$ cat src/rtl/tiny_alu_pkg.sv
// Shared opcode, state and helper definitions for the tiny ALU arbiter.
// Used by the round-robin arbiter and its top level.
package tiny_alu_pkg;

  localparam int OPCODE_BITS = 3;

  typedef enum logic [OPCODE_BITS-1:0] {
    NO_OP = 3'b000,
    ADD   = 3'b001,
    AND   = 3'b010,
    XOR   = 3'b011,
    MUL   = 3'b100
  } opcode_e;

  typedef enum logic [1:0] {
    IDLE = 2'd0,
    BUSY = 2'd1,
    RESP = 2'd2
  } arb_state_e;

  function automatic logic is_legal_op(
    input logic [OPCODE_BITS-1:0] op
  );
    return op <= MUL;
  endfunction

  function automatic logic is_alu_op(
    input logic [OPCODE_BITS-1:0] op
  );
    return is_legal_op(op) && (op != NO_OP);
  endfunction

endpackage

$ cat src/rtl/rr_arbiter.sv
// Combinational round-robin pick: first request at or after ptr.
// Returns a one-hot grant and its encoded index.
module rr_arbiter #(
  parameter int NUM_REQ = 4
) (
  input  logic [NUM_REQ-1:0]         req,
  input  logic [$clog2(NUM_REQ)-1:0] ptr,
  output logic [NUM_REQ-1:0]         gnt,
  output logic [$clog2(NUM_REQ)-1:0] idx
);

  localparam int IW = $clog2(NUM_REQ);

  logic [IW-1:0] k;
  logic          found;

  always_comb begin
    gnt   = '0;
    idx   = '0;
    found = 1'b0;
    k     = '0;
    for (int i = 0; i < NUM_REQ; i++) begin
      k = IW'((int'(ptr) + i) % NUM_REQ);
      if (!found && req[k]) begin
        found  = 1'b1;
        gnt[k] = 1'b1;
        idx    = k;
      end
    end
  end

endmodule

$ cat src/rtl/tiny_alu_arbiter.sv
// Shares one tiny_alu between NUM_REQ requesters with round-robin
// arbitration, a done timeout and a tagged response channel.
module tiny_alu_arbiter
  import tiny_alu_pkg::*;
#(
  parameter int NUM_REQ         = 4,
  parameter int INPUT_DATA_BITS = 8,
  parameter int TIMEOUT_CYCLES  = 16
) (
  input  logic                               clk_i,
  input  logic                               rst_i,
  input  logic [NUM_REQ-1:0]                 req_valid_i,
  output logic [NUM_REQ-1:0]                 req_ready_o,
  input  logic [NUM_REQ*OPCODE_BITS-1:0]     req_opcode_i,
  input  logic [NUM_REQ*INPUT_DATA_BITS-1:0] req_a_i,
  input  logic [NUM_REQ*INPUT_DATA_BITS-1:0] req_b_i,
  output logic                               rsp_valid_o,
  input  logic                               rsp_ready_i,
  output logic [$clog2(NUM_REQ)-1:0]         rsp_id_o,
  output logic [2*INPUT_DATA_BITS-1:0]       rsp_result_o,
  output logic                               rsp_error_o,
  output logic                               alu_start_o,
  output logic [OPCODE_BITS-1:0]             alu_opcode_o,
  output logic [INPUT_DATA_BITS-1:0]         alu_a_o,
  output logic [INPUT_DATA_BITS-1:0]         alu_b_o,
  input  logic                               alu_done_i,
  input  logic [2*INPUT_DATA_BITS-1:0]       alu_result_i
);

  localparam int IW = $clog2(NUM_REQ);
  localparam int DW = INPUT_DATA_BITS;
  localparam int TW = $clog2(TIMEOUT_CYCLES + 1);

  arb_state_e state_q, state_d;

  logic [IW-1:0]          ptr_q, id_q, ptr_nxt;
  logic [OPCODE_BITS-1:0] op_q;
  logic [DW-1:0]          a_q, b_q;
  logic [2*DW-1:0]        res_q;
  logic                   err_q;
  logic [TW-1:0]          cnt_q;
  logic                   tmo;

  logic [OPCODE_BITS-1:0] op_arr [NUM_REQ];
  logic [DW-1:0]          a_arr  [NUM_REQ];
  logic [DW-1:0]          b_arr  [NUM_REQ];

  logic [NUM_REQ-1:0]     win_gnt;
  logic [IW-1:0]          win_idx;
  logic [OPCODE_BITS-1:0] win_op;
  logic [DW-1:0]          win_a, win_b;

  for (genvar g = 0; g < NUM_REQ; g++) begin : g_unpack
    assign op_arr[g] = req_opcode_i[g*OPCODE_BITS +: OPCODE_BITS];
    assign a_arr[g]  = req_a_i[g*DW +: DW];
    assign b_arr[g]  = req_b_i[g*DW +: DW];
  end

  rr_arbiter #(
    .NUM_REQ (NUM_REQ)
  ) u_arb (
    .req (req_valid_i),
    .ptr (ptr_q),
    .gnt (win_gnt),
    .idx (win_idx)
  );

  assign win_op  = op_arr[win_idx];
  assign win_a   = a_arr[win_idx];
  assign win_b   = b_arr[win_idx];
  assign tmo     = (cnt_q == TW'(TIMEOUT_CYCLES - 1));
  assign ptr_nxt = (id_q == IW'(NUM_REQ - 1)) ? '0 : id_q + IW'(1);

  always_ff @(posedge clk_i) begin
    if (rst_i) state_q <= IDLE;
    else       state_q <= state_d;
  end

  always_comb begin
    state_d      = state_q;
    req_ready_o  = '0;
    alu_start_o  = 1'b0;
    alu_opcode_o = '0;
    alu_a_o      = '0;
    alu_b_o      = '0;
    rsp_valid_o  = 1'b0;
    rsp_id_o     = '0;
    rsp_result_o = '0;
    rsp_error_o  = 1'b0;
    unique case (state_q)
      IDLE: begin
        if (!rst_i) req_ready_o = win_gnt;
        if (!rst_i && |req_valid_i)
          state_d = is_alu_op(win_op) ? BUSY : RESP;
      end
      BUSY: begin
        alu_start_o  = 1'b1;
        alu_opcode_o = op_q;
        alu_a_o      = a_q;
        alu_b_o      = b_q;
        if (alu_done_i || tmo) state_d = RESP;
      end
      RESP: begin
        rsp_valid_o  = 1'b1;
        rsp_id_o     = id_q;
        rsp_result_o = res_q;
        rsp_error_o  = err_q;
        if (rsp_ready_i) state_d = IDLE;
      end
      default: state_d = IDLE;
    endcase
  end

  // A done on the timeout cycle still wins over the error.
  always_ff @(posedge clk_i) begin
    if (rst_i) begin
      ptr_q <= '0;
      id_q  <= '0;
      op_q  <= '0;
      a_q   <= '0;
      b_q   <= '0;
      res_q <= '0;
      err_q <= 1'b0;
      cnt_q <= '0;
    end else begin
      unique case (state_q)
        IDLE: begin
          if (|req_valid_i) begin
            id_q  <= win_idx;
            op_q  <= win_op;
            a_q   <= win_a;
            b_q   <= win_b;
            res_q <= '0;
            err_q <= !is_legal_op(win_op);
            cnt_q <= '0;
          end
        end
        BUSY: begin
          cnt_q <= cnt_q + TW'(1);
          if (alu_done_i)  res_q <= alu_result_i;
          else if (tmo)    err_q <= 1'b1;
        end
        RESP: begin
          if (rsp_ready_i) ptr_q <= ptr_nxt;
        end
        default: ;
      endcase
    end
  end

endmodule
$ cat config.mk
export PLATFORM = sky130hd
export DESIGN_NAME = tiny_alu_arbiter
export DESIGN_NICKNAME = d
export VERILOG_FILES = /design/src/rtl/tiny_alu_pkg.sv /design/src/rtl/rr_arbiter.sv /design/src/rtl/tiny_alu_arbiter.sv
export SDC_FILE = /design/constraint.sdc
export NUM_CORES = 1
export LEC_CHECK = 0
export ABC_AREA = 1
export CELL_PAD_IN_SITES_DETAIL_PLACEMENT = 1
export CELL_PAD_IN_SITES_GLOBAL_PLACEMENT = 1
export CORE_UTILIZATION = 29
export DETAILED_ROUTE_END_ITERATION = 10
export GPL_ROUTABILITY_DRIVEN = 0
export HOLD_SLACK_MARGIN = 0.03
export PLACE_DENSITY = 0.83
export SYNTH_ARGS = -nofsm -noshare
export SYNTH_HDL_FRONTEND = slang
export SYNTH_SLANG_ARGS = --single-unit
$ cat constraint.sdc
create_clock -name clk_i -period 3.6 [get_ports clk_i]
set_input_delay 0.9 -clock clk_i [delete_from_list [all_inputs] [get_ports clk_i]]
set_output_delay 0.9 -clock clk_i [all_outputs]
set_load 0.02 [all_outputs]
==> flow_summary.ini, run 1 <==
[layout]
drive_gt1_share_pct = 9.65
fin_nets = 848
multi_input_area_um2 = 2100
nFillCells = 1616
antenna_cells = 0
area_growth_pct = 49.2
area.sequential_um2 = 941
fin_cells = 904

[setup_path]
rrSetupSlack_ps = 570
crit_arrival_ps = 2610
r2r.worst_path.cells = 17
start_kind = primary input
path_buf_inv = 6
endpoint_kind = primary output
crit_fanout = 5
slowest_stage = clkdlybuf4s50_1
crit_top_cell = nand2_1
r2r-end = state_q[1]
worstPathCellList = clkdlybuf4s50_1, inv_1, nand2_1, nand3_2, nand2_4, inv_2, nand2_2, buf_4, nor2_4, nand2_1, o2111ai_1, nand2_1, inv_1, buf_2
crit_type = primary input to primary output
cp_top_family = buffers and inverters
cpPeakStageDelay_ps = 520
cp.required_ps = 2700
r2r-start = ptr_q[0]

[grt]
grt_max_degree = 44
track_usage_pct = 20.7
grt_pass1_vias = 4523
grt_overflow_total = 0
grt_first_pass_wirelength_um = 21600
antenna_found_initial = 0

[synthesis]
ys.flop_type = dfxtp_1
syn_nets = 704
ys_seq_area_share_pct = 25.9
synthCells = 592
yosysWarnings = 0
syn-cell-area_um2 = 3640
synth_enable_flop_cells = 0
ys_ff_latch = 47
async_reset_ff_share_pct = 0
synth_cell_type_count = 31
syn_area_per_cell_um2 = 6.14

[place]
hpwl_um = 10500
numPortBuffers = 143
placedCellCount = 897

[clock_network]
clock_sinks = 47
cts.hold.buffers_added = 0
htree_levels = 2
numCtsBuffers = 5
clock_latency_ps = 290
cts.path.max_buffers = 2
tritoncts = done
path_clk_slew_ps = 60
clock-root-buffer = clkbuf_16

[sta]
rsz0062_at_grt = no
timing.setup.tns_ps = 0
drv_slew = 0
skew_ps = 7.99
timing.fmax_mhz = 285
finalCritPeriodShare_pct = 97.6
whs_ps = 464
slew_headroom_pct = 54.7
finalHoldViolations = 0
fin_crit_ps = 3510
setup_violations = 0
tightest_slew_ps = 679

[worst_hold_path]
hp-start = err_q
min_to = err_q
min_path_type = flip-flop to flip-flop
min_path_cells = 2

[status]
run_status = finished, final reports clean

[detailed_routing]
wl_um = 13500
vias_per_cell = 4.70
wl_per_cell_um = 14.9
num_vias = 4253
first_iter_violations = 157
firstDrtPassIters = 4
drtAntennaViolNets = 0
drc = 0

[floorplanning]
num_rows = 40
die_h_um = 114
die_x_um = 114
core_area_um2 = 12100
start_util_pct = 30.0
io_pins = 144
dieArea_um2 = 13000

[run]
maxCapViolCount = 0

[power_and_ir_drop]
vdd_ir_drop_max_mv = 0.268
p_total_mw = 3.29
powerDensity_nw_per_um2 = 606
power_leakage_nw = 2.48
kinds of logic after synthesis:
| family | after synthesis | share of synthesized area (%) |
|---|---|---|
| AO/OA/AOI/OAI | 75 | 12.4 |
| adder cells (fa/ha/maj) | 12 | 4.13 |
| buffers and inverters | 142 | 16.5 |
| flip-flops | 47 | 25.9 |
| AND/OR/NAND/NOR | 316 | 41.1 |
where the power goes:
part / switching, mW / total [mW] / internal, mW
Clock: 0.191 / 0.516 / 0.324
Sequential: 0.0759 / 0.784 / 0.708
Combinational: 1.26 / 1.99 / 0.726
cells in the mapped netlist (4+ instances only):
library cell / instances / area share [%]
a211oi_1: 17 / 3.5
a21oi_1: 39 / 5.4
buf_2: 4 / 0.55
buf_6: 6 / 1.9
clkbuf_1: 18 / 1.9
dfxtp_1: 47 / 26
ha_1: 12 / 4.1
inv_1: 105 / 11
inv_2: 5 / 0.52
nand2_1: 116 / 12
nand2_2: 9 / 1.5
nand2_4: 7 / 2.2
nand3_1: 65 / 8.9
nand3b_1: 20 / 4.1
nor2_1: 85 / 8.8
nor2_4: 4 / 1.2
o21ai_0: 11 / 1.5
worst min-delay path: stages (launching register included):
cell and delay [ps]:
dfxtp_1 300, inv_1 60, a21oi_1 60
worst max-delay path by stage:
stage,end,cells after the start,from,slack [ps]
floorplan,req_ready_o[1],12,ptr_q[0],790
global placement,req_ready_o[1],13,req_valid_i[1],-220
detailed placement,req_ready_o[1],13,req_valid_i[1],-390
CTS,req_ready_o[1],14,req_valid_i[1],0.9
global route,req_ready_o[1],14,req_valid_i[1],10
finish,req_ready_o[1],14,req_valid_i[1],90
layout make-up:
type / instances / area share, %
Clock buffer: 6 / 2.38
Clock inverter: 1 / 0.554
Inverter: 111 / 7.77
Multi-Input combinational cell: 403 / 38.7
Sequential cell: 47 / 17.3
Tap cell: 168 / 3.87
Timing Repair Buffer: 168 / 29.4
metrics by stage:
step           setup slack, ps  cell area (um2)  util, %
2_1_floorplan              794             3640        -
3_3_place_gp              -220             5280     43.6
3_5_place_dp              -386             5280     43.6
4_1_cts                  0.926             5450     45.0
5_1_grt                   14.1             5430     44.8
6_report                  85.3             5430     44.8
layer usage:
metal / vias up / GRT usage [%] / share of wire (%)
met4: 0 / 4.07 / 1.2
li1: 2129 / - / -
met3: 14 / 3.13 / 4.6
met5: - / 0 / 0
met2: 114 / 39.8 / 51
met1: 1996 / 24.1 / 44
layout by cell type, fill, tap and decap left out, types with 2 or more instances in the layout:
| cell type | count |
|---|---|
| buf_4 | 25 |
| clkbuf_16 | 5 |
| nand2_1 | 116 |
| nand2_4 | 7 |
| o21ai_0 | 11 |
| nor2_4 | 4 |
| buf_2 | 2 |
| dfxtp_1 | 47 |
| a21oi_1 | 39 |
| o2111ai_1 | 2 |
| nand3_2 | 3 |
| clkdlybuf4s50_1 | 138 |
| nand2_2 | 9 |
| nor2_2 | 3 |
| nand3_1 | 65 |
| a211oi_1 | 17 |
| inv_2 | 5 |
| clkbuf_2 | 3 |
| nor2_1 | 84 |
| nand4_1 | 3 |
| ha_1 | 12 |
| nand3b_1 | 20 |
| inv_1 | 105 |
sequential cells by signal (all words and copies together) (netlist names):
signal,flops
res_q,16
a_q,8
b_q,8
cnt_q,5
op_q,3
id_q,2
ptr_q,2
state_q,2
err_q,1
repair_timing:
item	in CTS	in global routing
pin swaps	1	0
endpoints found under the setup margin	4	4
setup buffers	0	0
resized for setup	9	5
No activity file was read; power rests on OpenSTA's default activity.
==> run 2: changes to the inputs <==
--- a/config.mk
+++ b/config.mk
@@ -13,6 +13,7 @@
 export GPL_ROUTABILITY_DRIVEN = 0
 export HOLD_SLACK_MARGIN = 0.03
 export PLACE_DENSITY = 0.83
+export REMOVE_ABC_BUFFERS = 1
 export SYNTH_ARGS = -nofsm -noshare
 export SYNTH_HDL_FRONTEND = slang
 export SYNTH_SLANG_ARGS = --single-unit
==> run 2 against run 1 <==
Against the previous run: hold slack improved by 3.2 ps; register-to-register slack got worse by 20 ps; cell area increased by 1.1%; largest cell class unchanged; sequential share of layout area decreased by 0.19 points; clock skew decreased by 3.7 ps; critical endpoint is now req_ready_o[0].
==> flow_summary.ini, run 2 (synthesis gave the netlist of run 1 again) <==
[status]
run_status = finished, final reports clean

[setup_path]
r2r-end = state_q[1]
cp.required_ps = 2700
endpoint_kind = primary output
r2r.worst_path.cells = 18
start_kind = flip-flop
crit_type = flip-flop to primary output
crit_fanout = 11
rrSetupSlack_ps = 550
r2r-start = ptr_q[0]
crit_arrival_ps = 2430

[floorplanning]
die_x_um = 114
io_pins = 144
dieArea_um2 = 13000
die_h_um = 114
start_util_pct = 30.0
num_rows = 40
core_area_um2 = 12100

[layout]
largest_reg_flops = 16
area.sequential_um2 = 941
fin_cells = 909
area_growth_pct = 50.8
top_register = res_q
multi_input_area_um2 = 2100
fin_area_um2 = 5480
layout_common_cells = clkdlybuf4s50_1, nand2_1, inv_1, nor2_1, nand3_1
largest_registers = res_q (16), a_q (8), b_q (8)
final_core_util_pct = 45.3
drive_gt1_share_pct = 10.5
nFillCells = 1625
fin_nets = 853
final_common_cell = clkdlybuf4s50_1
antenna_cells = 0

[place]
numPortBuffers = 143
place_area_um2 = 5320
placedCellCount = 902
hpwl_um = 10200

[grt]
grt_use_met1_pct = 23.7
grt_max_degree = 44
grt_busiest_layer = met2
grt_first_pass_wirelength_um = 21600
track_usage_pct = 20.4
grt_overflow_total = 0
use_met3_pct = 1.59
grt_pass1_vias = 4549
antenna_found_initial = 0
grtUsageMet2_pct = 40.2

[clock_network]
clock-root-buffer = clkbuf_16
path_clk_slew_ps = 60
clock_sinks = 47
htree_levels = 2
numCtsBuffers = 5
tritoncts = done
clock_latency_ps = 280
cts.hold.buffers_added = 0
cts.path.max_buffers = 2

[detailed_routing]
firstDrtPassIters = 4
wl_per_cell_um = 14.3
first_iter_violations = 140
drc = 0
wl_um = 13000
drtAntennaViolNets = 0
vias_per_cell = 4.71
num_vias = 4280

[sta]
rsz0062_at_grt = no
setup_violations = 0
finalCritPeriodShare_pct = 92.6
fin_crit_ps = 3330
drv_slew = 0
skew_ps = 4.24
timing.fmax_mhz = 300
tightest_slew_ps = 753
slew_headroom_pct = 49.8
finalHoldViolations = 0

[power_and_ir_drop]
vdd_ir_drop_max_mv = 0.208
p_total_mw = 3.33
power_leakage_nw = 2.54
powerDensity_nw_per_um2 = 607

[run]
maxCapViolCount = 0

[worst_hold_path]
hp-start = cnt_q[3]
min_to = cnt_q[3]
min_path_cells = 2
min_path_type = flip-flop to flip-flop
==> run 2: cell types whose count changed in the layout (fill, tap and decap cells not counted), sizes merged <==
cell and delta:
dlymetal6s2s +4, clkbuf -2, clkdlybuf4s15 +1, clkinvlp +1, clkdlybuf4s50 -5, dlygate4sd2 +1, buf +5
==> run 2: how the worst max path moves through the flow <==
stage                         startpoint             end  slack, ps  cells after the start
final                           ptr_q[0]  req_ready_o[0]        270                     13
after global routing            ptr_q[0]  req_ready_o[0]         70                     13
after CTS                 req_valid_i[1]  req_ready_o[0]         10                     13
after detailed placement  req_valid_i[1]  req_ready_o[2]       -350                     13
after global placement    req_valid_i[1]  req_ready_o[1]       -210                     13
after floorplan                 ptr_q[0]      state_q[1]        110                     15
==> run 2: layout make-up <==
type / instances / share of cell area [%]
Multi-Input combinational cell: 403 / 38.3
Timing Repair Buffer: 173 / 30.1
Sequential cell: 47 / 17.2
Inverter: 111 / 7.69
Tap cell: 168 / 3.83
Clock buffer: 5 / 2.28
Clock inverter: 2 / 0.684
==> run 2: critical path, cell delays in order, from the launching register on <==
cell and delay [ps]:
dfxtp_1 400, inv_6 90, ha_1 420, inv_1 150, nand3_2 120, nand2_4 80
nor2_4 110, inv_1 70, o21ai_0 150, a21oi_1 60, o21ai_0 70, nand2_1 70
inv_1 50, dlygate4sd2_1 320
==> run 2: per-stage QoR <==
| step | hold slack [ps] | setup TNS (ps) | setup WS (ps) |
|---|---|---|---|
| final | 467 | 0 | 266 |
| after global routing | 494 | 0 | 69.3 |
| after CTS | 470 | 0 | 12.6 |
| after detailed placement | 458 | -1320 | -346 |
| after global placement | 448 | -825 | -213 |
| after floorplan | 434 | 0 | 106 |
==> run 2: power by group <==
| part | switching, mW | total, mW | internal [mW] | leakage [nW] |
|---|---|---|---|---|
| sequential | 0.0745 | 0.782 | 0.708 | 0.387 |
| clock | 0.193 | 0.517 | 0.324 | 0.0759 |
| combinational | 1.27 | 2.03 | 0.762 | 2.07 |
==> run 2: routing by layer <==
metal | wire length (um) | vias up | part of all wire [%]
li1 | - | 2143 | -
met1 | 5650 | 2036 | 43
met2 | 6860 | 88 | 53
met3 | 343 | 13 | 2.6
met4 | 176 | 0 | 1.4
met5 | 0 | - | 0
==> run 2: what timing repair did <==
item                                   4_1_cts  5_1_grt
gates resized for setup                      8        9
setup buffers                                0        0
endpoints found under the hold margin        0        0
setup endpoints to repair                    4        4
pin swaps                                    0        1
